## config.mk

```make
export PLATFORM = sky130hd
export DESIGN_NAME = ieee_adder_pack
export DESIGN_NICKNAME = d
export VERILOG_FILES = /design/src/rtl/ieee754_pkg.sv /design/src/rtl/ieee_lzc27.sv /design/src/rtl/ieee_adder_pack.sv
export SDC_FILE = /design/constraint.sdc
export NUM_CORES = 1
export LEC_CHECK = 0
export BUFFER_PORTS_ARGS = -buffer_cell sky130_fd_sc_hd__buf_4
export CORE_MARGIN = 10
export CORE_UTILIZATION = 61
export CTS_BUF_LIST = sky130_fd_sc_hd__clkbuf_2
export DETAILED_ROUTE_END_ITERATION = 7
export PLACE_DENSITY_LB_ADDON = 0.2
export SKIP_LAST_GASP = 1
export SLEW_MARGIN = 30
export SYNTH_ARGS = -nofsm -noshare
export SYNTH_HDL_FRONTEND = slang
export SYNTH_SLANG_ARGS = --single-unit
```

## constraint.sdc

```tcl
create_clock -name clock_in -period 3.1 [get_ports clock_in]
set_input_delay 0.155 -clock clock_in [delete_from_list [all_inputs] [get_ports clock_in]]
set_output_delay 0.155 -clock clock_in [all_outputs]
set_load 0.02 [all_outputs]
```

## src/rtl/ieee754_pkg.sv

```systemverilog
// ----------------------------------------------------------------------------
// ieee754_pkg: shared binary32 constants, mantissa bit map and result class.
// Rev 1.0
// ----------------------------------------------------------------------------
`timescale 1ns/1ps
`default_nettype none

package ieee754_pkg;

  localparam int          EXP_BIAS   = 127;
  localparam int          EXP_MAX    = 255;
  localparam logic [31:0] QNAN       = 32'h7FC0_0000;
  localparam int          FRAC_W     = 23;
  localparam int          EXPF_W     = 8;

  // Bit positions inside the 28-bit unnormalized sum
  localparam int          CARRY_BIT  = 27;
  localparam int          HIDDEN_BIT = 26;
  localparam int          LSB_BIT    = 3;
  localparam int          G_BIT      = 2;
  localparam int          R_BIT      = 1;
  localparam int          S_BIT      = 0;

  typedef enum logic [1:0] {
    CLS_ZERO = 2'd0,
    CLS_NORM = 2'd1,
    CLS_INF  = 2'd2,
    CLS_NAN  = 2'd3
  } cls_t;

  function automatic logic [31:0] pack_fp(input logic              sign,
                                          input logic [EXPF_W-1:0] expf,
                                          input logic [FRAC_W-1:0] frac);
    return {sign, expf, frac};
  endfunction

endpackage

`default_nettype wire

```

## src/rtl/ieee_lzc27.sv

```systemverilog
// ----------------------------------------------------------------------------
// ieee_lzc27: combinational leading-zero count of a 27-bit word (27 if zero).
// Rev 1.0
// ----------------------------------------------------------------------------
`timescale 1ns/1ps
`default_nettype none

module ieee_lzc27 (
  input  logic [26:0] value,
  output logic [4:0]  count
);

  // Scan upward so the highest set bit is the last one to write the count
  always_comb begin
    count = 5'd27;
    for (int i = 0; i < 27; i++) begin
      if (value[i]) count = 5'(26 - i);
    end
  end

endmodule

`default_nettype wire

```

## src/rtl/ieee_adder_pack.sv

```systemverilog
// ----------------------------------------------------------------------------
// ieee_adder_pack: normalize, round-to-nearest-even and pack a binary32 sum.
// Rev 1.0
// ----------------------------------------------------------------------------
`timescale 1ns/1ps
`default_nettype none

module ieee_adder_pack #(
  parameter int EXP_W  = 10,
  parameter int MANT_W = 28
) (
  input  logic                    clock_in,
  input  logic                    rst_n_in,
  input  logic                    valid_in,
  output logic                    ready_out,
  input  logic                    sign_in,
  input  logic signed [EXP_W-1:0] exp_in,
  input  logic [MANT_W-1:0]       mant_in,
  input  logic                    is_nan_in,
  input  logic                    is_inf_in,
  output logic                    valid_out,
  input  logic                    ready_in,
  output logic [31:0]             outputC,
  output logic                    overflow_out,
  output logic                    underflow_out,
  output logic                    inexact_out
);

  import ieee754_pkg::*;

  // Two extra exponent bits so +1 / -lz never wrap before the range checks
  localparam int EW = EXP_W + 2;
  localparam logic signed [EW-1:0] E_ONE  = EW'(1);
  localparam logic signed [EW-1:0] E_ZERO = '0;
  localparam logic signed [EW-1:0] E_MAX  = EW'(EXP_MAX);

  logic advance;
  assign advance   = !valid_out || ready_in;
  assign ready_out = advance;

  logic [4:0]               lz;
  logic signed [EW-1:0]     exp_ext;
  logic signed [EW-1:0]     lz_ext;
  logic signed [EW-1:0]     norm_exp;
  logic [HIDDEN_BIT-1:0]    norm_frac;
  cls_t                     cls;

  ieee_lzc27 u_lzc (
    .value (mant_in[HIDDEN_BIT:0]),
    .count (lz)
  );

  assign exp_ext = {{(EW-EXP_W){exp_in[EXP_W-1]}}, exp_in};
  assign lz_ext  = {{(EW-5){1'b0}}, lz};

  // The hidden bit is implicit after normalization, so only [25:0] is kept
  always_comb begin
    norm_frac = '0;
    norm_exp  = exp_ext;
    if (mant_in[CARRY_BIT]) begin
      norm_frac = {mant_in[HIDDEN_BIT:2], mant_in[R_BIT] | mant_in[S_BIT]};
      norm_exp  = exp_ext + E_ONE;
    end else begin
      norm_frac = mant_in[HIDDEN_BIT-1:0] << lz;
      norm_exp  = exp_ext - lz_ext;
    end
  end

  always_comb begin
    cls = CLS_NORM;
    if (is_nan_in)          cls = CLS_NAN;
    else if (is_inf_in)     cls = CLS_INF;
    else if (mant_in == '0) cls = CLS_ZERO;
  end

  logic                  s1_valid;
  logic                  s1_sign;
  cls_t                  s1_cls;
  logic signed [EW-1:0]  s1_exp;
  logic [HIDDEN_BIT-1:0] s1_frac;

  always_ff @(posedge clock_in or negedge rst_n_in) begin
    if (!rst_n_in) begin
      s1_valid <= 1'b0;
      s1_sign  <= 1'b0;
      s1_cls   <= CLS_ZERO;
      s1_exp   <= '0;
      s1_frac  <= '0;
    end else if (advance) begin
      s1_valid <= valid_in;
      s1_sign  <= sign_in;
      s1_cls   <= cls;
      s1_exp   <= norm_exp;
      s1_frac  <= norm_frac;
    end
  end

  logic                 round_up;
  logic [FRAC_W:0]      rounded;
  logic signed [EW-1:0] rnd_exp;
  logic [31:0]          res_word;
  logic                 res_ovf;
  logic                 res_unf;
  logic                 res_inx;

  assign round_up = s1_frac[G_BIT] &&
                    (s1_frac[R_BIT] || s1_frac[S_BIT] || s1_frac[LSB_BIT]);
  // A carry out of the fraction means 1.111..1 rounded up to 10.000..0
  assign rounded  = {1'b0, s1_frac[HIDDEN_BIT-1:LSB_BIT]} + {{FRAC_W{1'b0}}, round_up};
  assign rnd_exp  = rounded[FRAC_W] ? s1_exp + E_ONE : s1_exp;

  always_comb begin
    res_word = '0;
    res_ovf  = 1'b0;
    res_unf  = 1'b0;
    res_inx  = 1'b0;
    case (s1_cls)
      CLS_NAN:  res_word = QNAN;
      CLS_INF:  res_word = pack_fp(s1_sign, {EXPF_W{1'b1}}, '0);
      CLS_ZERO: res_word = pack_fp(s1_sign, '0, '0);
      CLS_NORM: begin
        if (s1_exp <= E_ZERO) begin
          res_word = pack_fp(s1_sign, '0, '0);
          res_unf  = 1'b1;
          res_inx  = 1'b1;
        end else if (rnd_exp >= E_MAX) begin
          res_word = pack_fp(s1_sign, {EXPF_W{1'b1}}, '0);
          res_ovf  = 1'b1;
          res_inx  = 1'b1;
        end else begin
          res_word = pack_fp(s1_sign, rnd_exp[EXPF_W-1:0], rounded[FRAC_W-1:0]);
          res_inx  = |s1_frac[G_BIT:S_BIT];
        end
      end
      default: res_word = '0;
    endcase
  end

  always_ff @(posedge clock_in or negedge rst_n_in) begin
    if (!rst_n_in) begin
      valid_out     <= 1'b0;
      outputC       <= '0;
      overflow_out  <= 1'b0;
      underflow_out <= 1'b0;
      inexact_out   <= 1'b0;
    end else if (advance) begin
      valid_out     <= s1_valid;
      outputC       <= s1_valid ? res_word : '0;
      overflow_out  <= s1_valid && res_ovf;
      underflow_out <= s1_valid && res_unf;
      inexact_out   <= s1_valid && res_inx;
    end
  end

endmodule

`default_nettype wire
```

Word-level counts from Yosys, hierarchy flattened
Index checks and enable logic that the tools add are counted.
Widths: inputs -> output; s select.
{"block": "word_totals", "register_bits": 78, "latchBits": 0, "ramBits": 0, "romBits": 0, "in_bits": 45, "output_inout_bits": 37, "wordCells": 77, "memories": 0}
{"block": "op_classes", "addsub": 4, "mul": 0, "div": 0, "order_cmp": 2, "eq_ne": 3, "shift": 1, "muxes": 45, "bitwise": 1, "reduce_logical": 11}
{"operator": "$pmux 32 s4", "count": 1}
{"operator": "$mux 5", "count": 16}
{"operator": "$mux 31", "count": 2}
{"operator": "$mux 32", "count": 1}
{"operator": "$mux 4", "count": 8}
{"operator": "$logic_not 28->1", "count": 1}
{"operator": "$mux 26", "count": 1}
{"operator": "$shl 26x5->26", "count": 1}
{"operator": "$add 23x1->24", "count": 1}
{"operator": "$mux 12", "count": 2}
{"operator": "$add 12x2->12 const B", "count": 1}
{"operator": "$ge 12x9->1 const B", "count": 1}
{"operator": "$le 12x1->1 const B", "count": 1}
{"operator": "$add 10x2->11 const B", "count": 1}
{"operator": "$sub 10x6->11", "count": 1}
{"operator": "$mux 1", "count": 10}
{"operator": "$mux 2", "count": 4}
{"operator": "$eq 2x2->1 const B", "count": 2}
{"operator": "$logic_and 1x1->1", "count": 4}
{"operator": "$logic_or 1x1->1", "count": 3}
{"operator": "$reduce_or 3->1", "count": 1}
{"operator": "$eq 2x1->1 const B", "count": 1}
{"operator": "$logic_not 2->1", "count": 1}
{"operator": "$logic_not 1->1", "count": 1}
{"operator": "$or 1x1->1", "count": 1}

Longest topological paths before layout
{"block": "depth", "depth_word": 29, "ltp_mapped": 21, "mapped_depth_nobuf": 17}

Cells and area by module
Synthesis repeated with hierarchy kept, for this count alone.
{"block": "hier_totals", "cells_unflattened": 699, "hier_area_um2": 5962.0}
{"module": "ieee_adder_pack", "n_inst": 1, "cells_each": 648, "area_per_inst_um2": 5684.2, "seq_area_each_um2": 1926.8}
{"module": "ieee_lzc27", "n_inst": 1, "cells_each": 51, "area_per_inst_um2": 277.8, "seq_area_each_um2": 0.0}

Worst setup path after synthesis
OpenSTA, ideal clock, no wires.
{"block": "synth_path", "path_type": "input port to flip-flop", "start": "input port mant_in[2]", "end": "register s1_exp[8]", "setup_ps": 147, "arrival_time_ps": 3681, "required_time_ps": 2953, "setup_slack_ps": -728, "cell_stages": 20, "n_path_buf": 4, "path_cell_list": "buf_2 -> nor2_1 -> o311ai_0 -> a31oi_1 -> or2_1 -> clkbuf_1 -> inv_2 -> buf_2 -> buf_1 -> ha_1 -> nor2b_1 -> fa_1 -> a21o_1 -> a21oi_1 -> o21bai_1 -> a21oi_1 -> o21bai_1 -> a21oi_1 -> xnor2_1 -> a21oi_1"}
{"block": "synth_between", "elab_chain_len": 27}
{"element": "start, declared", "line_no": "ieee_adder_pack.sv:18", "rtl": "input logic [MANT_W-1:0] mant_in,"}
{"element": "$mux 2", "line_no": "ieee_lzc27.sv:17", "rtl": "if (value[i]) count = 5'(26 - i);"}
{"element": "$mux 4 (8 in a row)", "line_no": "ieee_lzc27.sv:17"}
{"element": "$mux 5 (16 in a row)", "line_no": "ieee_lzc27.sv:17"}
{"element": "$sub 10x6->11", "line_no": "ieee_adder_pack.sv:65", "rtl": "norm_exp = exp_ext - lz_ext;"}
{"element": "$mux 12", "line_no": "ieee_adder_pack.sv:60", "rtl": "if (mant_in[CARRY_BIT]) begin"}
{"element": "end signal, assigned", "line_no": "ieee_adder_pack.sv:93", "rtl": "s1_exp <= norm_exp;"}
{"element": "end, declared", "line_no": "ieee_adder_pack.sv:79", "rtl": "logic signed [EW-1:0] s1_exp;"}
No other way between the ends.
A chain may end at the register's enable or synchronous reset.

Final worst setup path
{"block": "layout_path", "start": "input port mant_in[22]", "end": "register s1_exp[8]"}
{"block": "layout_between", "elab_chain_len": 7}
{"element": "$mux 5 (5 in a row)", "line_no": "ieee_lzc27.sv:17"}
{"element": "$sub 10x6->11", "line_no": "ieee_adder_pack.sv:65"}
{"element": "$mux 12", "line_no": "ieee_adder_pack.sv:60"}
No other way between the ends.

==> flow_summary.toml <==
[final_layout]
area_growth_syn_to_layout_pct = 23.9
multi_input_area_um2 = 4000
design_area_um2 = 7700
fill_cells = 700
fin_nets = 988
ff_latch_area_um2 = 1930
drive_gt1_frac = 0.240

[cts]
cts_num_sinks = 77
cts-buffers-inserted = 9
root_buffer = "clkbuf_2"
cts_tree = "done"
clockBufferDepth = 2
htreeDepth = 3
cts_resized = 0
clk_pin_slew_ps = 220
insertion_delay_ps = 540

[grt]
grt_overflow = 0
grt_usage = 0.294
grt_first_pass_wirelength_um = 35400
antenna_found_initial = 1
first_global_vias = 6797
grt_max_degree = 78

[worst_hold_path]
worstHoldPathCells = 4
hold_path.class = "input pin to flip-flop"

[pwr]
cellPowerDensity_nw_per_um2 = 399
clkPwrFrac = 0.168
p_leak_nw = 3.36
power.internal_mw = 1.84
swShare = 0.401
seqPwrFrac = 0.435
pwr-share-comb = 0.397
p_switching_mw = 1.23
peakVddDrop_uv = 321
finalPower_mw = 3.07

[worst_setup_path]
r2r_cells = 10
worst_setup_path_start_kind = "input pin"
rr_endpoint = "outputC[14]"
r2r-start = "s1_frac[20]"
cp-end-kind = "flip-flop"
r2r_setup_slack_ps = 360
path_max_fanout = 4
crit_end = "s1_exp[8]"
arrival_ps = 3210
crit_type = "input pin to flip-flop"
required_ps = 3530
worstSetupStartpoint = "mant_in[22]"

[synthesis]
ys_seq_elements = 77
synthFlopType = "dfrtp_1"
synth_most_common_cell = "nor2_1"
synth_top_cell_by_area = "dfrtp_1"
syn-instance-count = 790
synth_edf_count = 0
syn-num-nets = 851
yosysWarnings = 0
synthArstFlopShare = 1.00
ys_top_cells_by_count = "84 x nor2_1, 77 x dfrtp_1, 70 x nand2_1"
synthTopCellsByArea = "dfrtp_1 31%, a21oi_1 5.6%, o21ai_0 5.1%, nor2_1 5.1%, nand2_1 4.2%"
yosysTopAreaCellShare = 0.310
avgSynthCellArea_um2 = 7.86
syn_area_um2 = 6210
synth.distinct_cells = 72
ys_seq_area_frac = 0.310

[sta]
relSlewSlack = 0.382
rsz0062_at_grt = "no"
layout_min_cycle_time_ps = 2780
finalCritPeriodShare = 0.896
tightestPinTransition_ps = 924
final_hold_viol_count = 0
fin_ws_ps = 322
skew_ps = 31.6
timing.fmax_ghz = 0.360
fin_hold_ws_ps = 48.1
finalSetupViolCount = 0
drv_slew = 0

[die]
start_util = 0.630
rows = 36
core_area_um2 = 9860
die_area_um2 = 14600
dieWidth_um = 121
io_pins = 82
die_height_um = 121

[placement]
dp_slack_ps = -217
gp_congestion = 1.07
place_area_um2 = 7510
port_buffers = 81
hpwl_um = 16600

[routing]
drc_errors = 0
route.antenna.remaining_nets = 0
drt_pass1_iterations = 6
vias = 7044
drtIter0Drc = 1068
avgRoutedWirePerCell_um = 20.4
viasPerCell = 6.61
drt-total-wl_um = 21700

[run]
max_cap_violations = 0

[run_status]
status = "finished clean"
## stage by stage
step,setup TNS (ps),instances,util
finish,0,1065,0.780
floorplan,-604,790,-
global route,0,1065,0.780
global placement,-98.0,1041,0.762
detailed placement,-754,1041,0.762
CTS,0,1062,0.778
## worst min path at each step
stage / startpoint / to / slack [ps]
floorplan: rst_n_in / inexact_out / -140
global placement: rst_n_in / outputC[27] / 330
detailed placement: rst_n_in / outputC[24] / 350
CTS: exp_in[0] / s1_exp[0] / 30
global route: exp_in[0] / s1_exp[0] / 40
finish: exp_in[0] / s1_exp[0] / 50
## flip-flops by register name (all words and copies together) (netlist names)
name / count
s1_valid: 1
s1_sign: 1
outputC: 32
inexact_out: 1
valid_out: 1
s1_exp: 11
overflow_out: 1
underflow_out: 1
s1_frac: 26
s1_cls: 2
## cell families after synthesis
family                     share of synthesized area
buffers and inverters                         0.0592
xor gates and xnor gates                      0.0550
adders and majority gates                     0.0334
DFF                                            0.310
muxes                                         0.0411
and+or+nand+nor                                0.223
AOI/OAI and AO/OA                              0.278
## placed cells by master, fill, tap and decap left out, drive strengths merged, types with 8 or more instances in the layout
master and count:
a211oi 28, mux2 9, nand3 26, buf 175
mux2i 15, nor2 84, a31oi 16, clkbuf 9
xnor2 23, inv 28, o21ai 68, nand2b 8
nor3 30, o31ai 10, ha 15, dfrtp 77
and2 8, a221oi 18, nor4 10, a21oi 69
nand2 70, nand4 13, xor2 16
## power groups by stage
| stage | Combinational, mW | Clock [mW] | Sequential, mW |
|---|---|---|---|
| after detailed placement | 1.18 | 0 | 1.34 |
| after CTS | 1.19 | 0.516 | 1.32 |
| after floorplan | 0.719 | 0 | 1.33 |
| after global placement | 1.14 | 0 | 1.33 |
| after global routing | 1.32 | 0.562 | 1.36 |
| final | 1.22 | 0.516 | 1.34 |
## worst max-delay path, cell delays in order
cell and delay (ps):
buf_4 120, nor3b_2 160, nor3_4 240, and3_1 220
a21o_1 280, clkinv_8 80, ha_4 170, and2_1 130
ha_1 270, nor2b_1 140, ha_1 320, inv_1 60
o21bai_1 180, a21oi_2 90, o21bai_1 210, a21oi_1 110
xnor2_1 180, a21oi_1 90
## layer usage
| layer | vias to the layer above | wire length, um | global-route usage |
|---|---|---|---|
| li1 | 3198 | - | - |
| met3 | 93 | 2350 | 0.0563 |
| met5 | - | 0 | 0 |
| met4 | 0 | 955 | 0.134 |
| met1 | 3267 | 8720 | 0.390 |
| met2 | 486 | 9700 | 0.455 |
## area by class of cell
cell class              count  share of cell area
clock inverters             6             0.00715
diodes                      1            0.000325
flip-flops and latches     77               0.250
clock buffers               9             0.00585
repair buffers            181               0.179
multi-input cells         629               0.519
well taps                 133              0.0216
inverters                  29              0.0164
## what timing repair did
item	CTS	global route
hold buffers	6	0
endpoints found under the setup margin	0	23
buffers inserted	0	2
endpoints found under the hold margin	81	0
Power figures use the tool's default switching activity.
